`src/rtl/arb_pkg.sv`:
```
// Shared types and helpers for the round-robin mux arbiter.
// Latency: n/a (declarations only).
// Backpressure: n/a.
package arb_pkg;

    localparam int N_REQ = 8;
    localparam int SEL_W = 3;

    typedef enum logic {
        IDLE  = 1'b0,
        GRANT = 1'b1
    } arb_state_t;

    function automatic logic [SEL_W-1:0] onehot_to_idx(input logic [N_REQ-1:0] oh);
        logic [SEL_W-1:0] idx;
        idx = '0;
        for (int i = 0; i < N_REQ; i++) begin
            if (oh[i]) begin
                idx = idx | SEL_W'(i);
            end
        end
        return idx;
    endfunction

endpackage

```
`src/rtl/eight_to_one_mux.sv`:
```
// Single-bit 8:1 multiplexer cell.
// Latency: combinational.
// Backpressure: none.
module eight_to_one_mux (
    input  logic i7,
    input  logic i6,
    input  logic i5,
    input  logic i4,
    input  logic i3,
    input  logic i2,
    input  logic i1,
    input  logic i0,
    input  logic s2,
    input  logic s1,
    input  logic s0,
    output logic d
);

    logic [7:0] i_vec;

    assign i_vec = {i7, i6, i5, i4, i3, i2, i1, i0};
    assign d     = i_vec[{s2, s1, s0}];

endmodule

```
`src/rtl/rr_priority_picker.sv`:
```
// Finds the first unmasked request at or after start, wrapping 7 -> 0.
// Latency: combinational.
// Backpressure: none.
module rr_priority_picker
    import arb_pkg::*;
(
    input  logic [N_REQ-1:0] req,
    input  logic [SEL_W-1:0] start,
    input  logic [N_REQ-1:0] mask,
    output logic             found,
    output logic [SEL_W-1:0] idx
);

    logic [SEL_W-1:0] cand;

    always_comb begin
        found = 1'b0;
        idx   = start;
        cand  = '0;
        for (int i = 0; i < N_REQ; i++) begin
            // 3-bit addition wraps naturally, giving the circular search order.
            cand = start + SEL_W'(i);
            if (!found && req[cand] && !mask[cand]) begin
                found = 1'b1;
                idx   = cand;
            end
        end
    end

endmodule

```
`src/rtl/mux_rr_arbiter.sv`:
```
// Round-robin owner of a shared 8:1 bit mux with bounded tenure per requester.
// Latency: req -> gnt/sel/busy 1 cycle; data_in -> data_out combinational.
// Backpressure: none; losers keep req high until granted.
module mux_rr_arbiter
    import arb_pkg::*;
#(
    parameter int MAX_HOLD = 4,
    parameter int HOLD_W   = 4
) (
    input  logic             clk,
    input  logic             reset,
    input  logic [N_REQ-1:0] req,
    input  logic [N_REQ-1:0] data_in,
    output logic [N_REQ-1:0] gnt,
    output logic [SEL_W-1:0] sel,
    output logic             busy,
    output logic             data_out
);

    localparam logic [HOLD_W-1:0] HOLD_MAX = HOLD_W'(MAX_HOLD);
    localparam logic [HOLD_W-1:0] HOLD_ONE = HOLD_W'(1);

    arb_state_t       state_q, state_d;
    logic [N_REQ-1:0] gnt_d;
    logic [SEL_W-1:0] sel_d;
    logic             busy_d;
    logic [SEL_W-1:0] ptr_q, ptr_d;
    logic [HOLD_W-1:0] hold_q, hold_d;

    logic [SEL_W-1:0] pick_start;
    logic [N_REQ-1:0] pick_mask;
    logic             pick_found;
    logic [SEL_W-1:0] pick_idx;
    logic [N_REQ-1:0] pick_gnt;
    logic             mux_d;

    // While owning, search starts after the owner with the owner masked out,
    // so release and expiry share the single picker.
    assign pick_start = (state_q == GRANT) ? sel + SEL_W'(1) : ptr_q;
    assign pick_mask  = (state_q == GRANT) ? gnt : '0;
    assign pick_gnt   = N_REQ'(1) << pick_idx;

    rr_priority_picker u_picker (
        .req   (req),
        .start (pick_start),
        .mask  (pick_mask),
        .found (pick_found),
        .idx   (pick_idx)
    );

    always_comb begin
        state_d = state_q;
        gnt_d   = gnt;
        sel_d   = sel;
        busy_d  = busy;
        ptr_d   = ptr_q;
        hold_d  = hold_q;
        case (state_q)
            IDLE: begin
                if (pick_found) begin
                    state_d = GRANT;
                    gnt_d   = pick_gnt;
                    sel_d   = onehot_to_idx(pick_gnt);
                    busy_d  = 1'b1;
                    hold_d  = HOLD_ONE;
                end
            end
            GRANT: begin
                if (!req[sel]) begin
                    ptr_d = sel + SEL_W'(1);
                    if (pick_found) begin
                        gnt_d  = pick_gnt;
                        sel_d  = onehot_to_idx(pick_gnt);
                        hold_d = HOLD_ONE;
                    end else begin
                        state_d = IDLE;
                        gnt_d   = '0;
                        busy_d  = 1'b0;
                        hold_d  = '0;
                    end
                end else if (hold_q == HOLD_MAX) begin
                    // With no other contender the owner simply restarts its tenure.
                    hold_d = HOLD_ONE;
                    if (pick_found) begin
                        ptr_d = sel + SEL_W'(1);
                        gnt_d = pick_gnt;
                        sel_d = onehot_to_idx(pick_gnt);
                    end
                end else begin
                    hold_d = hold_q + HOLD_ONE;
                end
            end
            default: begin
                state_d = IDLE;
            end
        endcase
    end

    always_ff @(posedge clk) begin
        if (reset) begin
            state_q <= IDLE;
            gnt     <= '0;
            sel     <= '0;
            busy    <= 1'b0;
            ptr_q   <= '0;
            hold_q  <= '0;
        end else begin
            state_q <= state_d;
            gnt     <= gnt_d;
            sel     <= sel_d;
            busy    <= busy_d;
            ptr_q   <= ptr_d;
            hold_q  <= hold_d;
        end
    end

    eight_to_one_mux u_mux (
        .i7 (data_in[7]),
        .i6 (data_in[6]),
        .i5 (data_in[5]),
        .i4 (data_in[4]),
        .i3 (data_in[3]),
        .i2 (data_in[2]),
        .i1 (data_in[1]),
        .i0 (data_in[0]),
        .s2 (sel[2]),
        .s1 (sel[1]),
        .s0 (sel[0]),
        .d  (mux_d)
    );

    assign data_out = mux_d & busy;

endmodule

```
`config.mk`:
```
export PLATFORM = sky130hd
export DESIGN_NAME = mux_rr_arbiter
export DESIGN_NICKNAME = d
export VERILOG_FILES = /design/src/rtl/arb_pkg.sv /design/src/rtl/eight_to_one_mux.sv /design/src/rtl/rr_priority_picker.sv /design/src/rtl/mux_rr_arbiter.sv
export SDC_FILE = /design/constraint.sdc
export NUM_CORES = 1
export LEC_CHECK = 0
export CAP_MARGIN = 15
export CORE_AREA = 5 5 77 72
export CTS_CLUSTER_DIAMETER = 30
export DETAILED_ROUTE_END_ITERATION = 7
export DIE_AREA = 0 0 82 77
export GPL_TIMING_DRIVEN = 0
export PLACE_DENSITY = 0.69
export SLEW_MARGIN = 15
export SYNTH_ARGS = -nofsm -noshare
export SYNTH_HDL_FRONTEND = slang
export SYNTH_SLANG_ARGS = --single-unit
```
`constraint.sdc`:
```
create_clock -name clk -period 6.4 [get_ports clk]
set_input_delay 1.92 -clock clk [delete_from_list [all_inputs] [get_ports clk]]
set_output_delay 1.92 -clock clk [all_outputs]
set_load 0.05 [all_outputs]
```
==> reports/metrics.yaml, run 1 <==
run_status: "finished clean"
cts_inserted_buffers: 3
start_of_the_worst_register_to_register_path: "sel[1]"
cellLeakagePower_nw: 1.002
timing.hold.worst_endpoint: "hold_q[3]"
yosys-top-cells-count: "21 x sky130_fd_sc_hd__nor2_1, 20 x sky130_fd_sc_hd__dfxtp_1, 14 x sky130_fd_sc_hd__a21oi_1, 14 x sky130_fd_sc_hd__nand2_1"
drv.max_cap_violation_count: 0
worstHoldPathCells: 2
row_count: 24
family_with_the_most_delay_on_the_worst_path: "buffers and inverters"
share_of_synthesized_flip_flops_with_an_asynchronous_set_or_reset_pct: 0
post_route_cells_drive_above_1_share_pct: 18.21
via_per_inst: 6.251
dr.first_iter.drc_count: 248
mappedNetlistArea_mm2: 0.002238
drt_drc_violations_left: 0
unrepaired_setup_endpoints_after_global_routing: "no"
tritoncts: "done"
drv_slew: 0
die_height_um: 77
timing.critical_path.required_ps: 4480
pwr_density_cell_mw_per_mm2: 594.6
synth_top_area_share_pct: 17.89
synth.most_common_cell: "sky130_fd_sc_hd__nor2_1"
worst-path-stages: 5
post-layout-total-power_mw: 1.600
ctsLongestPathBuffers: 2
cts.reportedPaths.clkPinSlew_ps: 80
grt_max_degree: 13
synth_fp_nets: 291
syn_to_final_growth_pct: 20.23
antenna_found_initial: 0
final.setup.tns_ps: 0
numClockSinks: 20
grt_util_all_layers_pct: 21.06
postRouteAntennaNets: 0
ys_ff_latch: 20
timing.critical_path.slowest_stage_cell: "sky130_fd_sc_hd__clkdlybuf4s50_1"
finalSetupViolCount: 0
final_non_filler_cells: 367
ys.warnings.count: 0
cts.hold.buffers_added: 0
setup.reg_to_reg.worst_slack_ps: 2060
top_level_ports: 31
drt_wl_total_um: 6451
postCtsSetupBuffers: 0
slowest_delay_ps: 700
worstPathArrival_ps: 3690
starting_density_pct: 47.78
root_buffer: "sky130_fd_sc_hd__clkbuf_8"
dieArea_mm2: 0.006314
worst-setup-path-type: "primary input to output pin"
place_congestion: 0.9187
fin_worst_hold_slack_ps: 493.9
source_of_the_worst_hold_timing_path: "hold_q[3]"
cts_repair_resize_count: 0
crit_path_frequent_cell: "sky130_fd_sc_hd__clkdlybuf4s50_1"
wire_per_inst_um: 17.58
layout.nets: 326
avgSynthCellArea_um2: 8.352
worst-path-max-fanout: 1
timing.final.crit_share_pct: 87.64
num_vias: 2294
path_cells: "clkdlybuf4s50_1, mux4_2, mux2i_1, nor2b_1, clkdlybuf4s50_1"
drt_first_pass_iters: 4
timing_worst_slew_pin_value_ps: 713.7
slew_headroom_pct: 52.13
layout.core_utilization_pct: 57.45
timing.final.crit_period_ps: 5609
first_global_vias: 2157
dp_hpwl_um: 5099
syn-instance-count: 268
power.ir.vdd_worst_uv: 282.7
clock-skew-final_ps: 9.627
endpoint_kind: "output pin"
n_antenna_cell: 0
number_of_hold_violations_in_the_final_report: 0
core-area_mm2: 0.004684
grt_remaining_overflow: 0
place.port_buffers: 30
grt_pass1_wl_um: 10830
cp-start-kind: "primary input"
synth-edff-count: 0
cts.htree.levels: 1
synth.top_cells.by_area: "sky130_fd_sc_hd__dfxtp_1 18%, sky130_fd_sc_hd__mux2i_1 4.5%, sky130_fd_sc_hd__mux4_2 4.0%, sky130_fd_sc_hd__nor2_1 3.5%, sky130_fd_sc_hd__a21oi_1 3.1%"
synth_top_cell_by_area: "sky130_fd_sc_hd__dfxtp_1"
n_fill_cell: 461
critical_path.reg2reg.endpoint: "gnt[1]"
fp.dieW_um: 82
synth_top_flop_cell: "sky130_fd_sc_hd__dfxtp_1"
number_of_cells_after_detailed_placement: 363
synth_sequential_area_ratio_pct: 17.89
post_synth_num_cell_types: 70
worst-r2r-cell-count: 14
critical_path_buf_inv_count: 2
worst_hold_path_type: "register to register"
maxClockFrequency_ghz: 0.1783
clkLatencyLatePin_ps: 260
[metrics by stage]
stage                     instance area [um^2]  setup slack, ps
after floorplan                           2238             1585
after global placement                    2620            785.8
after detailed placement                  2620            774.3
after CTS                                 2691            774.3
after global routing                      2691            705.6
final                                     2691            791.2
[placed cells by master (no fill, tap or decap), drive strengths merged, types with 2 or more instances in the layout]
cell type and instances:
or3 5, a22oi 5, a221oi 9, xnor2 6
mux2i 12, clkdlybuf4s50 30, nor2b 3, and3b 3
dfxtp 20, nand3 11, a31oi 3, or2 3
o311ai 2, nor3b 2, a21oi 15, a21o 3
and3 6, a22o 2, and2 6, inv 9
a32o 4, nor3 8, mux4 4, clkbuf 5
o21bai 2, o211ai 8, a211oi 10, o21ai 20
nand2 16, nor2 23, o31ai 2, nand3b 5
o221ai 3, mux2 5, buf 11, ha 5
[registers in the layout (all words and copies together) (netlist names)]
signal   flops
gnt          8
hold_q       4
state_q      1
sel          3
busy         1
ptr_q        3
[report_power, final]
group	total, mW	switching [mW]	internal [mW]	leakage [nW]
Sequential	0.202	0.0435	0.159	0.164
Combinational	1.27	0.768	0.501	0.802
Clock	0.128	0.0449	0.0835	0.0357
Total	1.60	0.857	0.743	1.00
[tightest hold or removal path, cell delays in order, from the launching register on]
cell	delay [ps]
sky130_fd_sc_hd__dfxtp_1	320
sky130_fd_sc_hd__o21ai_0	70
sky130_fd_sc_hd__a21oi_1	60
[final cells by class]
cell class / instances / area (um^2) / area share, %
flip-flops and latches: 20 / 400.4 / 14.88
inverters: 9 / 33.78 / 1.255
multi-input cells: 226 / 1700 / 63.18
clock buffers: 3 / 41.29 / 1.534
plain buffers: 13 / 103.9 / 3.859
well taps: 65 / 81.33 / 3.022
clock inverters: 1 / 30.03 / 1.116
repair buffers: 30 / 300.3 / 11.16
[routing by layer]
metal,track usage [%],vias up,wire length (um)
met5,0,-,0
met4,1.993,0,31
met1,32.72,1086,3069
met3,3.162,4,507
met2,31.34,87,2842
li1,-,1117,-
[how the worst max path moves through the flow]
stage | from | endpoint | slack [ps]
global route | data_in[4] | data_out | 710
global placement | data_in[7] | data_out | 790
finish | data_in[7] | data_out | 790
detailed placement | data_in[7] | data_out | 770
CTS | data_in[7] | data_out | 770
floorplan | data_in[5] | data_out | 1580
[kinds of logic after synthesis]
| logic type | Yosys count | share of synthesized area [%] |
|---|---|---|
| AO/OA/AOI/OAI | 98 | 33.20 |
| AND/OR/NAND/NOR | 95 | 23.76 |
| buffers and inverters | 22 | 6.149 |
| multiplexers | 21 | 12.80 |
| flip-flops | 20 | 17.89 |
| XOR/XNOR | 7 | 3.410 |
| adder cells (fa/ha/maj) | 5 | 2.795 |
(Power assumes the default switching activity.)
==> run 2, diff against run 1 <==
--- a/config.mk
+++ b/config.mk
@@ -10,7 +10,6 @@
 export CTS_CLUSTER_DIAMETER = 30
 export DETAILED_ROUTE_END_ITERATION = 7
 export DIE_AREA = 0 0 82 77
-export GPL_TIMING_DRIVEN = 0
 export PLACE_DENSITY = 0.69
 export SLEW_MARGIN = 15
 export SYNTH_ARGS = -nofsm -noshare
==> run 2 against run 1 <==
  * Final area decreased by 3.9%
  * Register-to-register slack got worse by 370 ps
  * Setup slack got worse by 8.4 ps
  * Worst hold slack about the same
  * Sequential cell count unchanged
  * Clock skew decreased by 5.8 ps
  * Clock power about the same
  * Core utilization decreased by 2.2 points
  * Non-clock buffer count decreased by 13
  * Clock-buffer cell count unchanged
  * Critical endpoint unchanged
  * Largest cell class unchanged
==> reports/metrics.yaml, run 2 (same netlist as run 1, synthesis figures left out) <==
timing.critical_path.required_ps: 4480
antenna_found_initial: 0
numClockSinks: 20
slew_headroom_pct: 39.38
maxClockFrequency_ghz: 0.1780
num_vias: 2220
cts.htree.levels: 1
cp-start-kind: "primary input"
worst_hold_path_type: "register to register"
cts.reportedPaths.clkPinSlew_ps: 80
via_per_inst: 6.271
ctsLongestPathBuffers: 2
grt_remaining_overflow: 0
syn_to_final_growth_pct: 15.60
clock-skew-final_ps: 3.826
first_global_vias: 2254
die_height_um: 77
drt_wl_total_um: 6299
endpoint_kind: "output pin"
starting_density_pct: 47.78
run_status: "finished clean"
dieArea_mm2: 0.006314
number_of_hold_violations_in_the_final_report: 0
placedInstanceArea_mm2: 0.002516
reg_with_most_ffs: "gnt"
drt_drc_violations_left: 0
worstPathArrival_ps: 3700
number_of_cells_after_detailed_placement: 350
drv.max_cap_violation_count: 0
worst-setup-path-type: "primary input to output pin"
wire_per_inst_um: 17.79
crit_path_frequent_cell: "sky130_fd_sc_hd__clkdlybuf4s50_1"
dr.first_iter.drc_count: 213
final.setup.tns_ps: 0
final_cell_mix: "30 x sky130_fd_sc_hd__clkdlybuf4s50_1, 21 x sky130_fd_sc_hd__nor2_1, 20 x sky130_fd_sc_hd__dfxtp_1, 14 x sky130_fd_sc_hd__a21oi_1, 14 x sky130_fd_sc_hd__nand2_1"
drv_slew: 0
postCtsSetupBuffers: 0
top_level_ports: 31
root_buffer: "sky130_fd_sc_hd__clkbuf_8"
post_route_cells_drive_above_1_share_pct: 15.22
cts.hold.buffers_added: 0
pwr_density_cell_mw_per_mm2: 601.2
final_cell_area_mm2: 0.002587
place_congestion: 0.9093
tritoncts: "done"
timing.final.crit_share_pct: 87.77
clkLatencyLatePin_ps: 260
grt_max_degree: 22
mostFrequentLayoutCell: "sky130_fd_sc_hd__clkdlybuf4s50_1"
row_count: 24
place.port_buffers: 30
timing.final.crit_period_ps: 5617
fp.dieW_um: 82
cellLeakagePower_nw: 0.9388
cts_inserted_buffers: 3
postRouteAntennaNets: 0
timing_worst_slew_pin_value_ps: 908.1
reg_top3: "gnt x8, hold_q x4"
drt_first_pass_iters: 5
unrepaired_setup_endpoints_after_global_routing: "no"
largest_reg_flops: 8
timing.critical_path.slowest_stage_cell: "sky130_fd_sc_hd__clkdlybuf4s50_1"
core-area_mm2: 0.004684
grt_util_all_layers_pct: 21.01
power.ir.vdd_worst_uv: 349.0
final_non_filler_cells: 354
worst-path-max-fanout: 1
cts_repair_resize_count: 0
grt_pass1_wl_um: 10750
finalSetupViolCount: 0
path_cells: "clkdlybuf4s50_1, mux4_2, mux2i_1, nor2b_1, clkdlybuf4s50_1"
dp_hpwl_um: 4892
layout.nets: 313
n_antenna_cell: 0
slowest_delay_ps: 690
-- run 2: worst paths after layout --
path | start | to | slack, ps | cells after the start
max | data_in[3] | data_out | 780 | 5
min | hold_q[3] | hold_q[3] | 490 | 2
max reg2reg | sel[0] | gnt[4] | 1690 | 12
min reg2reg | hold_q[3] | hold_q[3] | 490 | 2
-- run 2: through the flow --
step | total power, mW | setup slack [ps] | hold slack [ps] | utilization, %
finish | 1.556 | 782.8 | 494.3 | 55.24
global route | 1.687 | 693.4 | 535.9 | 55.24
CTS | 1.539 | 769.3 | 497.0 | 55.24
detailed placement | 1.403 | 769.3 | 484.1 | 53.71
global placement | 1.407 | 813.9 | 472.6 | 53.71
floorplan | 1.163 | 1585 | 453.0 | -
-- run 2: power breakdown --
group          switching [mW]  internal [mW]
combinational           0.734          0.473
clock                  0.0435         0.0835
sequential             0.0627          0.159
total                   0.840          0.715
-- run 2: metal layers --
layer	GRT usage [%]	wire length, um	vias up	part of all wire (%)
li1	-	-	1090	-
met1	30.79	3083	1049	49
met2	32.07	2839	78	45
met3	3.747	362	3	5.7
met4	3.821	13	0	0.21
met5	0	0	-	0
-- run 2: layout make-up --
class                           instances  area (um^2)
Fill cell                             453         2097
Multi-Input combinational cell        226         1700
Sequential cell                        20        400.4
Timing Repair Buffer                   30        300.3
Tap cell                               65        81.33
Clock buffer                            3        41.29
Inverter                                9        33.78
Clock inverter                          1        30.03
-- run 2: critical path, delay by kind of cell --
kind | cells | cell delay [ps]
simple gates | 1 | 60
buf+inv | 2 | 1090
mux | 2 | 620
==> run 3, diff against run 2 <==
--- a/config.mk
+++ b/config.mk
@@ -10,8 +10,10 @@
 export CTS_CLUSTER_DIAMETER = 30
 export DETAILED_ROUTE_END_ITERATION = 7
 export DIE_AREA = 0 0 82 77
+export HOLD_SLACK_MARGIN = 0.05
 export PLACE_DENSITY = 0.69
 export SLEW_MARGIN = 15
 export SYNTH_ARGS = -nofsm -noshare
 export SYNTH_HDL_FRONTEND = slang
 export SYNTH_SLANG_ARGS = --single-unit
+export TNS_END_PERCENT = 1
==> results of run 3 <==
Same layout as run 2: the final DEF is identical, and so are final timing and power.
